--- src/rtl/mux2x1_arb.sv ---
// Round-robin arbiter for two requesters driving a shared 2:1 mux, with a bounded
// hold time under contention and a registered copy of the owning channel's data.
module mux2x1_arb #(
    parameter int unsigned WIDTH    = 1,
    parameter int unsigned MAX_HOLD = 8
) (
    input  logic               clk,
    input  logic               rst_n,
    input  logic [1:0]         req,
    input  logic [2*WIDTH-1:0] din,
    output logic [1:0]         gnt,
    output logic               sel,
    output logic [WIDTH-1:0]   dout,
    output logic               dout_vld
);

    localparam int unsigned    CW      = $clog2(MAX_HOLD) + 1;
    localparam logic [CW-1:0]  CNT_MAX = CW'(MAX_HOLD - 1);

    typedef enum logic [1:0] {
        IDLE = 2'd0,
        OWN0 = 2'd1,
        OWN1 = 2'd2
    } state_t;

    state_t             state_q, state_d;
    logic               last_q, last_d;
    logic [CW-1:0]      cnt_q, cnt_d;
    logic [1:0]         gnt_q, gnt_d;
    logic               sel_q, sel_d;
    logic [WIDTH-1:0]   dout_q, dout_d;
    logic               vld_q, vld_d;

    always_ff @(posedge clk or negedge rst_n) begin
        if (!rst_n) begin
            state_q <= IDLE;
            last_q  <= 1'b1;
            cnt_q   <= '0;
            gnt_q   <= '0;
            sel_q   <= 1'b0;
            dout_q  <= '0;
            vld_q   <= 1'b0;
        end else begin
            state_q <= state_d;
            last_q  <= last_d;
            cnt_q   <= cnt_d;
            gnt_q   <= gnt_d;
            sel_q   <= sel_d;
            dout_q  <= dout_d;
            vld_q   <= vld_d;
        end
    end

    always_comb begin
        state_d = state_q;
        last_d  = last_q;
        cnt_d   = '0;
        sel_d   = sel_q;
        case (state_q)
            IDLE: begin
                case (req)
                    2'b01:   state_d = OWN0;
                    2'b10:   state_d = OWN1;
                    2'b11:   state_d = last_q ? OWN0 : OWN1;
                    default: state_d = IDLE;
                endcase
            end
            OWN0: begin
                if (!req[0])
                    state_d = req[1] ? OWN1 : IDLE;
                else if (req[1] && (cnt_q == CNT_MAX))
                    state_d = OWN1;
            end
            OWN1: begin
                if (!req[1])
                    state_d = req[0] ? OWN0 : IDLE;
                else if (req[0] && (cnt_q == CNT_MAX))
                    state_d = OWN0;
            end
            default: state_d = IDLE;
        endcase

        // Counter restarts on any new grant and saturates while the owner is retained.
        if ((state_d != IDLE) && (state_d == state_q))
            cnt_d = (cnt_q == CNT_MAX) ? cnt_q : cnt_q + CW'(1);

        if (state_d == OWN0) begin
            last_d = 1'b0;
            sel_d  = 1'b0;
        end else if (state_d == OWN1) begin
            last_d = 1'b1;
            sel_d  = 1'b1;
        end

        gnt_d = {state_d == OWN1, state_d == OWN0};
    end

    always_comb begin
        dout_d = dout_q;
        vld_d  = 1'b0;
        case (state_q)
            OWN0: begin
                dout_d = din[WIDTH-1:0];
                vld_d  = 1'b1;
            end
            OWN1: begin
                dout_d = din[2*WIDTH-1:WIDTH];
                vld_d  = 1'b1;
            end
            default: ;
        endcase
    end

    assign gnt      = gnt_q;
    assign sel      = sel_q;
    assign dout     = dout_q;
    assign dout_vld = vld_q;

endmodule

--- config.mk ---
export PLATFORM = sky130hd
export DESIGN_NAME = mux2x1_arb
export DESIGN_NICKNAME = d
export VERILOG_FILES = /design/src/rtl/mux2x1_arb.sv
export SDC_FILE = /design/constraint.sdc
export NUM_CORES = 1
export LEC_CHECK = 0
export ABC_AREA = 1
export BUFFER_PORTS_ARGS = -buffer_cell sky130_fd_sc_hd__buf_2
export CORE_MARGIN = 5
export CORE_UTILIZATION = 55
export CTS_CLUSTER_DIAMETER = 200
export CTS_CLUSTER_SIZE = 30
export DETAILED_ROUTE_END_ITERATION = 16
export PLACE_DENSITY = 0.77
export SETUP_SLACK_MARGIN = 0.05
export SLEW_MARGIN = 5
export SYNTH_ARGS = -nofsm -noshare
export SYNTH_HDL_FRONTEND = slang
export SYNTH_SLANG_ARGS = --single-unit
--- constraint.sdc ---
create_clock -name clk -period 2.95 [get_ports clk]
set_input_delay 0.1475 -clock clk [delete_from_list [all_inputs] [get_ports clk]]
set_output_delay 0.1475 -clock clk [all_outputs]
set_load 0.02 [all_outputs]
==> flow_metrics.env, run 1 <==
export IMPL_io_buffers=10
export IMPL_drive_above_1_share_pct=25.0
export IMPL_clockBufferDepth=2
export IMPL_hp_start="din[0]"
export IMPL_grt_max_degree=13
export IMPL_io_pins=11
export IMPL_fin_total_pwr_mw=0.810
export IMPL_grt_ovfl_total=0
export IMPL_yosys_warnings=0
export IMPL_fin_skew_ns=0.00102
export IMPL_core_um2=1280
export IMPL_hold_class="input port to flop"
export IMPL_crit_fanout=6
export IMPL_cts_tree="yes"
export IMPL_die_area_um2=2160
export IMPL_dr_pass1_iters=4
export IMPL_row_count=13
export IMPL_run_status="completed"
export IMPL_syn_area_um2=731
export IMPL_timing_rr_end="sel$_DFFE_PN0P_"
export IMPL_routed_via_density=4.79
export IMPL_syn_avg_cell_area_um2=8.21
export IMPL_gp_congestion=0.840
export IMPL_holdPathEnd="dout$_DFFE_PN0P_"
export IMPL_p_seq_share_pct=33.8
export IMPL_switching_power_mw=0.352
export IMPL_max_cap_violations=0
export IMPL_initialDrtViolationCount=2
export IMPL_peakVddDrop_uv=614
export IMPL_synthFlopType="dfrtp_1"
export IMPL_swShare_pct=43.5
export IMPL_drc=0
export IMPL_drtAntennaViolNets=0
export IMPL_h_tree_depth=1
export IMPL_timing_rr_start="state_q[1]$_DFF_PN0_"
export IMPL_reg2reg_slack_ns=1.14
export IMPL_ys_ff_latch=12
export IMPL_vias=570
export IMPL_tightest_slew_ns=0.260
export IMPL_finalSetupViolations=0
export IMPL_synth_edf_count=0
export IMPL_routed_wl_mm=1.20
export IMPL_layout_commonest_cell="inv_1"
export IMPL_fp_dieW_um=46.5
export IMPL_grt_pass1_wl_mm=2.10
export IMPL_final_cell_mix="inv_1, nand2_1, dfrtp_1"
export IMPL_hpwl_um=940
export IMPL_combPwrFrac_pct=50.7
export IMPL_fin_crit_sh_pct=61.4
export IMPL_clock_sinks=12
export IMPL_clk_pin_slew_ns=0.07
export IMPL_synth_nets=103
export IMPL_power_leakage_nw=0.456
export IMPL_clock_power_share_pct=15.5
export IMPL_postCtsSetupRepairBufs=0
export IMPL_final_max_slew_viol_count=0
export IMPL_reg2regPathDepth=12
export IMPL_crit_type="flop to flop"
export IMPL_antenna_found_initial=0
export IMPL_synth_cells=89
export IMPL_cts_root_buf="clkbuf_4"
export IMPL_antenna_cells=0
export IMPL_setup_tns_ns=0
export IMPL_ys_seq_area_share_pct=41.3
export IMPL_nFillCells=110
export IMPL_max_freq_mhz=552
export IMPL_relSlewSlack_pct=82.7
export IMPL_worstPathArrival_ns=1.96
export IMPL_cts_buffers=3
export IMPL_finalNetCount=119
export IMPL_start_util_pct=56.9
export IMPL_p_per_area_nw_per_um2=957
export IMPL_dieHeight_um=46.5
export IMPL_clock_latency_ns=0.26
export IMPL_hold_viol=0
export IMPL_synth_cell_type_count=19
export IMPL_crit_path_start_kind="flop"
export IMPL_grt_pass1_vias=549
export IMPL_grt_use_total_pct=14.2
export IMPL_crit_required_ns=3.10
export IMPL_rsz0062_at_grt="no"
export IMPL_area_growth_pct=15.8
export IMPL_internal_power_mw=0.458
export IMPL_min_path_cells=3
export IMPL_wl_per_cell_um=10.1
export IMPL_fin_crit_ns=1.81
export IMPL_end_kind="flop"
export IMPL_synth_async_reset_ratio_pct=100
power by group through the flow:
| stage | Combinational (mW) | Clock, mW | Sequential, mW |
|---|---|---|---|
| after floorplan | 0.283 | 0 | 0.307 |
| after global placement | 0.403 | 0 | 0.275 |
| after detailed placement | 0.414 | 0 | 0.276 |
| after CTS | 0.416 | 0.132 | 0.273 |
| after global routing | 0.481 | 0.139 | 0.283 |
| final | 0.411 | 0.125 | 0.274 |
registers in the layout, summed over array words and instances, names as in the netlist:
signal	count
dout	1
gnt	2
dout_vld	1
state_q	2
sel	1
cnt_q	4
last_q	1
worst max-delay path, cell delays in order, from the launching register on:
cell	delay, ns
dfrtp_1	0.46
inv_1	0.13
ha_1	0.17
nand2_1	0.05
nor2_1	0.08
nand2_1	0.06
nand2_1	0.05
inv_1	0.04
nand2_2	0.08
nand2_4	0.07
ha_1	0.33
nand2_1	0.09
o21ai_0	0.08
kinds of logic after synthesis:
group / count (synthesis) / share of synthesized area, %
AOI/OAI and AO/OA: 6 / 4.28
xor gates and xnor gates: 1 / 1.20
adders and majority gates: 8 / 13.7
buffers and inverters: 17 / 8.73
DFF: 12 / 41.3
muxes: 1 / 1.54
and+or+nand+nor: 44 / 29.3
worst max path at each step:
stage | from | end | slack, ns | depth (start not counted)
floorplan | state_q[0]$_DFF_PN0_ | sel$_DFFE_PN0P_ | 1.33 | 12
global placement | state_q[0]$_DFF_PN0_ | sel$_DFFE_PN0P_ | 1.18 | 10
detailed placement | state_q[1]$_DFF_PN0_ | sel$_DFFE_PN0P_ | 1.16 | 12
CTS | state_q[0]$_DFF_PN0_ | sel$_DFFE_PN0P_ | 1.15 | 12
global route | state_q[1]$_DFF_PN0_ | cnt_q[0]$_DFFE_PN0P_ | 0.95 | 13
finish | state_q[1]$_DFF_PN0_ | sel$_DFFE_PN0P_ | 1.14 | 12
metal layers:
layer  global-route usage [%]  vias up  part of all wire [%]
li1                         -      306                     -
met2                     23.1        7                    50
met1                     16.7      255                    47
met4                     10.2        0                  0.75
met5                        0        -                     0
met3                     2.34        2                   2.5
cell usage after synthesis (2+ instances only):
cell type / instances / area [um2]
ha_1: 8 / 100
dfrtp_1: 11 / 275
nand4_1: 2 / 12.5
nand2_2: 5 / 31.3
inv_1: 16 / 60.1
nor2_2: 2 / 12.5
nand3_1: 5 / 25.0
nor2_1: 8 / 30.0
a21oi_1: 2 / 10.0
nand2_1: 15 / 56.3
nor3_1: 5 / 25.0
o21ai_0: 3 / 15.0
final cells by class:
type	instances	area (um2)	area share (%)
multi-input combinational	60	365	43.2
tap	15	18.8	2.22
inverter	17	63.8	7.54
timing repair buffer	11	60.1	7.10
clock buffer	4	36.3	4.29
sequential	12	302	35.7
per-stage QoR:
step	hold slack (ns)	instances	setup WS (ns)	utilization, %	area [um2]
2_1_floorplan	-0.148	89	1.33	-	731
3_3_place_gp	0.0265	114	1.18	62.2	800
3_5_place_dp	0.0339	114	1.16	62.2	800
4_1_cts	0.123	119	1.15	65.8	846
5_1_grt	0.135	119	0.953	65.8	846
6_report	0.136	119	1.14	65.8	846
repair_timing:
item | CTS | global route
hold endpoints to repair | 12 | 0
resized for setup | 0 | 0
hold buffers | 1 | 0
(Power assumes the default switching activity.)
==> run 2: changes to the inputs <==
CORE_UTILIZATION = 48   (was 55)
PLACE_DENSITY = 0.72   (was 0.77)
clock period = 1.5 ns   (was 2.95 ns; I/O delays follow)
==> flow_metrics.env, run 2 (synthesized netlist as in run 1, its figures left out) <==
export IMPL_grt_use_total_pct=14.8
export IMPL_nFillCells=100
export IMPL_antenna_cells=0
export IMPL_start_util_pct=49.7
export IMPL_h_tree_depth=1
export IMPL_reg2reg_slack_ns=-0.22
export IMPL_grt_ovfl_total=0
export IMPL_drtAntennaViolNets=0
export IMPL_finalNetCount=140
export IMPL_largest_reg_flops=4
export IMPL_wl_per_cell_um=13.4
export IMPL_cts_root_buf="clkbuf_4"
export IMPL_crit_type="flop to flop"
export IMPL_fin_skew_ns=0.00687
export IMPL_p_per_area_nw_per_um2=2070
export IMPL_clk_pin_slew_ns=0.07
export IMPL_end_kind="flop"
export IMPL_cts_buffers=3
export IMPL_routed_via_density=4.99
export IMPL_fin_cells=141
export IMPL_rsz0062_at_grt="yes"
export IMPL_worstPathArrival_ns=1.89
export IMPL_drive_above_1_share_pct=54.4
export IMPL_multiInputGateArea_um2=473
export IMPL_dr_pass1_iters=2
export IMPL_run_status="complete, but fails checks"
export IMPL_fin_crit_sh_pct=115
export IMPL_drc=0
export IMPL_finalSetupViolations=7
export IMPL_finalWorstSetupSlack_ns=-0.219
export IMPL_min_path_cells=3
export IMPL_antenna_found_initial=0
export IMPL_row_count=14
export IMPL_hp_start="din[0]"
export IMPL_reg2regPathDepth=11
export IMPL_dpl_cell_area_um2=906
export IMPL_gp_congestion=0.816
export IMPL_crit_required_ns=1.67
export IMPL_hold_viol=0
export IMPL_hold_class="input port to flop"
export IMPL_initialDrtViolationCount=1
export IMPL_vias=704
export IMPL_grt_pass1_wl_mm=2.92
export IMPL_clockBufferDepth=2
export IMPL_io_buffers=10
export IMPL_layout_commonest_cell="buf_4"
export IMPL_stdcell_area_um2=1110
export IMPL_io_pins=11
export IMPL_holdPathEnd="dout$_DFFE_PN0P_"
export IMPL_area_growth_pct=52.6
export IMPL_cts_tree="yes"
export IMPL_crit_fanout=4
export IMPL_tightest_slew_ns=0.260
export IMPL_final_max_slew_viol_count=0
export IMPL_fin_crit_ns=1.72
export IMPL_dieHeight_um=49.0
export IMPL_hpwl_mm=1.19
export IMPL_peakVddDrop_uv=1880
export IMPL_clock_sinks=12
export IMPL_post_place_cells=127
export IMPL_seq_area_um2=303
export IMPL_core_um2=1470
export IMPL_grt_max_degree=13
export IMPL_fp_dieW_um=49.0
export IMPL_violations="negative setup slack"
export IMPL_crit_path_start_kind="flop"
export IMPL_max_freq_mhz=582
export IMPL_grt_pass1_vias=719
export IMPL_routed_wl_mm=1.89
export IMPL_die_area_um2=2400
export IMPL_timing_rr_start="state_q[0]$_DFF_PN0_"
export IMPL_regMostFlops="cnt_q"
export IMPL_max_cap_violations=0
export IMPL_final_cell_mix="buf_4, nand2_1, dfrtp_1, buf_2, inv_1"
export IMPL_power_leakage_nw=0.555
export IMPL_clock_latency_ns=0.26
export IMPL_timing_rr_end="cnt_q[2]$_DFFE_PN0P_"
export IMPL_dp_slack_ns=-0.243
export IMPL_relSlewSlack_pct=82.7
[run 2: changes by cell type in the layout (fill, tap and decap cells not counted), moves of 3 or more]
cell and change:
ha_4 +5, ha_1 -6, nor2_2 +3, nor2_1 -3, nor3_2 +4, inv_2 +4
inv_4 +3, nor3_1 -4, buf_4 +20, inv_1 -7
[run 2: cell type report]
class                           count  share of cell area, %
Clock buffer                        4                   2.36
Multi-Input combinational cell     60                   42.4
Timing Repair Buffer               32                   19.9
Tap cell                           16                   1.80
Sequential cell                    12                   27.2
Inverter                           17                   6.40
[run 2: worst max-delay path by stage]
stage                                    start  slack [ns]                    to  cells after the start
after CTS                 state_q[0]$_DFF_PN0_       -0.22  cnt_q[1]$_DFFE_PN0P_                     13
after global placement    state_q[1]$_DFF_PN0_       -0.16       sel$_DFFE_PN0P_                     14
after detailed placement  state_q[1]$_DFF_PN0_       -0.24  cnt_q[1]$_DFFE_PN0P_                     13
final                     state_q[0]$_DFF_PN0_       -0.22  cnt_q[2]$_DFFE_PN0P_                     11
after global routing      state_q[0]$_DFF_PN0_       -0.35  cnt_q[2]$_DFFE_PN0P_                     11
after floorplan           state_q[0]$_DFF_PN0_       -0.03  cnt_q[0]$_DFFE_PN0P_                     11
[run 2: critical path, stage by stage, from the launching register on]
cell and delay, ns:
dfrtp_1 0.41, inv_2 0.14, ha_4 0.17, inv_4 0.04
nor2_2 0.12, a21oi_1 0.07, nand2_1 0.13, nand2_4 0.10
ha_4 0.17, inv_2 0.06, nand3_4 0.09, nor3_2 0.13
[run 2: metal layers]
layer | up-vias | GRT usage [%] | routed length (um)
li1 | 354 | - | -
met2 | 11 | 27.6 | 1040
met4 | 0 | 4.04 | 10
met3 | 2 | 3.36 | 52
met5 | - | 0 | 0
met1 | 337 | 16.6 | 792
[run 2: metrics by stage]
stage / setup TNS, ns / utilization, % / hold WS, ns / power, mW
after floorplan: -0.190 / - / -0.221 / 1.20
after global placement: -0.850 / 61.6 / -0.0452 / 1.56
after detailed placement: -1.32 / 61.6 / -0.0390 / 1.60
after CTS: -1.11 / 71.1 / 0.0620 / 2.04
after global routing: -2.40 / 75.8 / 0.0688 / 2.53
final: -1.36 / 75.8 / 0.0692 / 2.31
[run 2: timing repair]
action                     4_1_cts  5_1_grt
setup endpoints to repair        8        9
setup buffers                    7        2
hold endpoints to repair        12        0
hold buffers                     1        0
resized for setup               11       19
pin swaps                        4        6
[run 2: power by group]
| group | switching, mW | leakage (nW) | total (mW) | internal [mW] |
|---|---|---|---|---|
| combinational | 0.844 | 0.389 | 1.58 | 0.739 |
| sequential | 0.0716 | 0.151 | 0.531 | 0.459 |
| clock | 0.0918 | 0.0150 | 0.194 | 0.103 |
| total | 1.01 | 0.555 | 2.31 | 1.30 |
==> run 3: changes to the inputs <==
ABC_AREA = unset   (was 1)
CORE_UTILIZATION = 49   (was 48)
HOLD_SLACK_MARGIN = 0.02   (was unset)
==> flow_metrics.env, run 3 <==
export IMPL_final_cell_mix="buf_4, buf_2, dfrtp_1"
export IMPL_synthTopCellsByArea="dfrtp_1, ha_1, mux2i_1"
export IMPL_routed_wl_mm=2.93
export IMPL_crit_top_cell="ha_4"
export IMPL_fin_total_pwr_mw=2.84
export IMPL_yosysTopAreaCell="dfrtp_1"
export IMPL_timing_rr_start="state_q[1]$_DFF_PN0_"
export IMPL_dr_pass1_iters=5
export IMPL_fin_crit_ns=2.38
export IMPL_grt_pass1_vias=992
export IMPL_row_count=14
export IMPL_hpwl_mm=1.63
export IMPL_core_um2=1540
export IMPL_timing_rr_end="cnt_q[0]$_DFFE_PN0P_"
export IMPL_h_tree_depth=1
export IMPL_relSlewSlack_pct=59.6
export IMPL_area_growth_pct=67.9
export IMPL_hold_viol=0
export IMPL_crit_type="flop to flop"
export IMPL_regMostFlops="cnt_q"
export IMPL_fin_skew_ns=0.00761
export IMPL_end_kind="flop"
export IMPL_synth_async_reset_ratio_pct=100
export IMPL_p_per_area_nw_per_um2=2090
export IMPL_io_buffers=10
export IMPL_cts_tree="yes"
export IMPL_startpoint="state_q[1]$_DFF_PN0_"
export IMPL_crit_path_start_kind="flop"
export IMPL_crit_path_cell_trace="inv_2 -> ha_4 -> nand2_2 -> o21bai_4 -> or2_4 -> a31o_4 -> ha_4 -> or3_1 -> a31oi_1 -> o2111ai_2 -> nor2_1"
export IMPL_drc=0
export IMPL_drtAntennaViolNets=0
export IMPL_reg2regPathDepth=11
export IMPL_hold_class="input port to flop"
export IMPL_nFillCells=71
export IMPL_hp_start="din[0]"
export IMPL_drive_above_1_share_pct=61.0
export IMPL_crit_required_ns=1.72
export IMPL_wl_per_cell_um=19.2
export IMPL_cts_buffers=3
export IMPL_antenna_found_initial=0
export IMPL_peakVddDrop_uv=1840
export IMPL_synth_common_cells="dfrtp_1, ha_1, nand2_1, nor2_1, inv_1"
export IMPL_vias=892
export IMPL_cp_slowest_stage_delay_ns=0.44
export IMPL_fp_dieW_um=50.6
export IMPL_largest_reg_flops=4
export IMPL_io_pins=11
export IMPL_timing_critical_path_buf_inv=1
export IMPL_path_depth=11
export IMPL_clockBufferDepth=2
export IMPL_finalSetupViolations=10
export IMPL_grt_pass1_wl_mm=4.66
export IMPL_syn_area_um2=807
export IMPL_clock_sinks=12
export IMPL_die_area_um2=2560
export IMPL_synth_cells=84
export IMPL_start_util_pct=52.4
export IMPL_ys_seq_area_share_pct=37.4
export IMPL_dp_slack_ns=-0.880
export IMPL_max_cap_violations=0
export IMPL_routed_via_density=5.87
export IMPL_max_freq_mhz=421
export IMPL_antenna_cells=0
export IMPL_grt_ovfl_total=0
export IMPL_dieHeight_um=50.6
export IMPL_reg2reg_slack_ns=-0.88
export IMPL_holdPathEnd="dout$_DFFE_PN0P_"
export IMPL_path_delay_family="compound AO/OA/AOI/OAI gates"
export IMPL_grt_max_degree=13
export IMPL_worstPathArrival_ns=2.59
export IMPL_min_path_cells=3
export IMPL_synth_nets=98
export IMPL_cts_root_buf="clkbuf_4"
export IMPL_finalWorstSetupSlack_ns=-0.876
export IMPL_power_leakage_nw=0.653
export IMPL_grt_use_total_pct=24.4
export IMPL_gp_congestion=0.816
export IMPL_cp_slowest_cell="dfrtp_2"
export IMPL_run_status="complete, but fails checks"
export IMPL_ys_ff_latch=12
export IMPL_synth_top_area_share_pct=34.1
export IMPL_finalNetCount=151
export IMPL_syn_avg_cell_area_um2=9.61
export IMPL_synthFlopType="dfrtp_1"
export IMPL_crit_fanout=4
export IMPL_fin_crit_sh_pct=158
export IMPL_rsz0062_at_grt="yes"
export IMPL_clk_pin_slew_ns=0.09
export IMPL_tightest_slew_ns=0.590
export IMPL_synth_cell_type_count=29
export IMPL_yosys_warnings=0
export IMPL_synth_edf_count=0
export IMPL_post_synth_top_count_cell="dfrtp_1"
export IMPL_violations="negative setup slack"
export IMPL_layout_commonest_cell="buf_4"
export IMPL_initialDrtViolationCount=46
export IMPL_final_max_slew_viol_count=0
export IMPL_clock_latency_ns=0.29
## run 3: cell types whose count changed after synthesis, moves of 2 or more
cell / previous run / this run
a21oi_1: 2 / 5
inv_1: 16 / 6
nand2_2: 5 / 0
mux2i_1: 0 / 3
nor2_2: 2 / 0
buf_2: 0 / 3
nand2_1: 15 / 8
nor3_1: 5 / 1
or3_1: 0 / 2
a31o_2: 0 / 2
a31oi_1: 1 / 4
nand4_1: 2 / 0
## run 3: cell type report
class | count | area, um2 | share of cell area (%)
clock buffers | 4 | 36.3 | 2.68
flip-flops and latches | 12 | 304 | 22.4
multi-input cells | 62 | 601 | 44.3
well taps | 16 | 20.0 | 1.48
repair buffers | 52 | 372 | 27.4
inverters | 6 | 22.5 | 1.66
## run 3: worst max path at each step
stage | end | slack (ns)
global route | cnt_q[0]$_DFFE_PN0P_ | -1.03
CTS | cnt_q[0]$_DFFE_PN0P_ | -0.83
detailed placement | cnt_q[0]$_DFFE_PN0P_ | -0.88
finish | cnt_q[0]$_DFFE_PN0P_ | -0.88
global placement | cnt_q[2]$_DFFE_PN0P_ | -0.79
floorplan | cnt_q[0]$_DFFE_PN0P_ | -0.79
## run 3: through the flow
step	setup TNS (ns)	hold WS, ns	area (um2)	utilization (%)	cells
detailed placement	-4.68	-0.0331	1090	70.9	132
global route	-6.17	0.106	1360	87.9	152
global placement	-4.21	-0.0450	1090	70.9	132
CTS	-4.41	0.0938	1290	83.9	149
finish	-5.21	0.0852	1360	87.9	152
floorplan	-4.11	-0.221	855	-	84
## run 3: per-layer routing
layer | track usage (%) | share of wire (%) | routed length (um)
met1 | 28.1 | 36 | 1040
met2 | 40.1 | 52 | 1520
met3 | 5.33 | 7.0 | 204
met4 | 15.7 | 5.3 | 155
met5 | 0 | 0 | 0
## run 3: worst reg2reg max path, stage by stage, from the launching register on
cell,delay (ns)
dfrtp_2,0.44
inv_2,0.09
ha_4,0.14
nand2_2,0.05
o21bai_4,0.16
or2_4,0.24
a31o_4,0.24
ha_4,0.15
or3_1,0.29
a31oi_1,0.19
o2111ai_2,0.17
nor2_1,0.14
## run 3: repair_timing
action | CTS | global route
cloned | 0 | 0
endpoints found under the hold margin | 12 | 0
pin swaps | 6 | 4
buffers inserted | 12 | 3
setup endpoints to repair | 10 | 10
hold buffers | 1 | 0
resized for setup | 12 | 8
## run 3: power breakdown
group | total (mW) | leakage, nW | internal (mW) | switching (mW)
Clock | 0.274 | 0.0210 | 0.148 | 0.126
Sequential | 0.537 | 0.148 | 0.450 | 0.0868
Combinational | 2.02 | 0.484 | 1.06 | 0.968
## run 3: cell families (layout without fill, tap and decap cells)
kind of cell,Yosys count,in the layout,share of synthesized area [%]
mux,3,3,3.72
buf+inv,10,62,5.27
flops,12,12,37.4
compound gates,23,23,21.5
xor+xnor,1,1,1.09
fa+ha+maj,8,8,12.4
simple gates,27,27,18.6
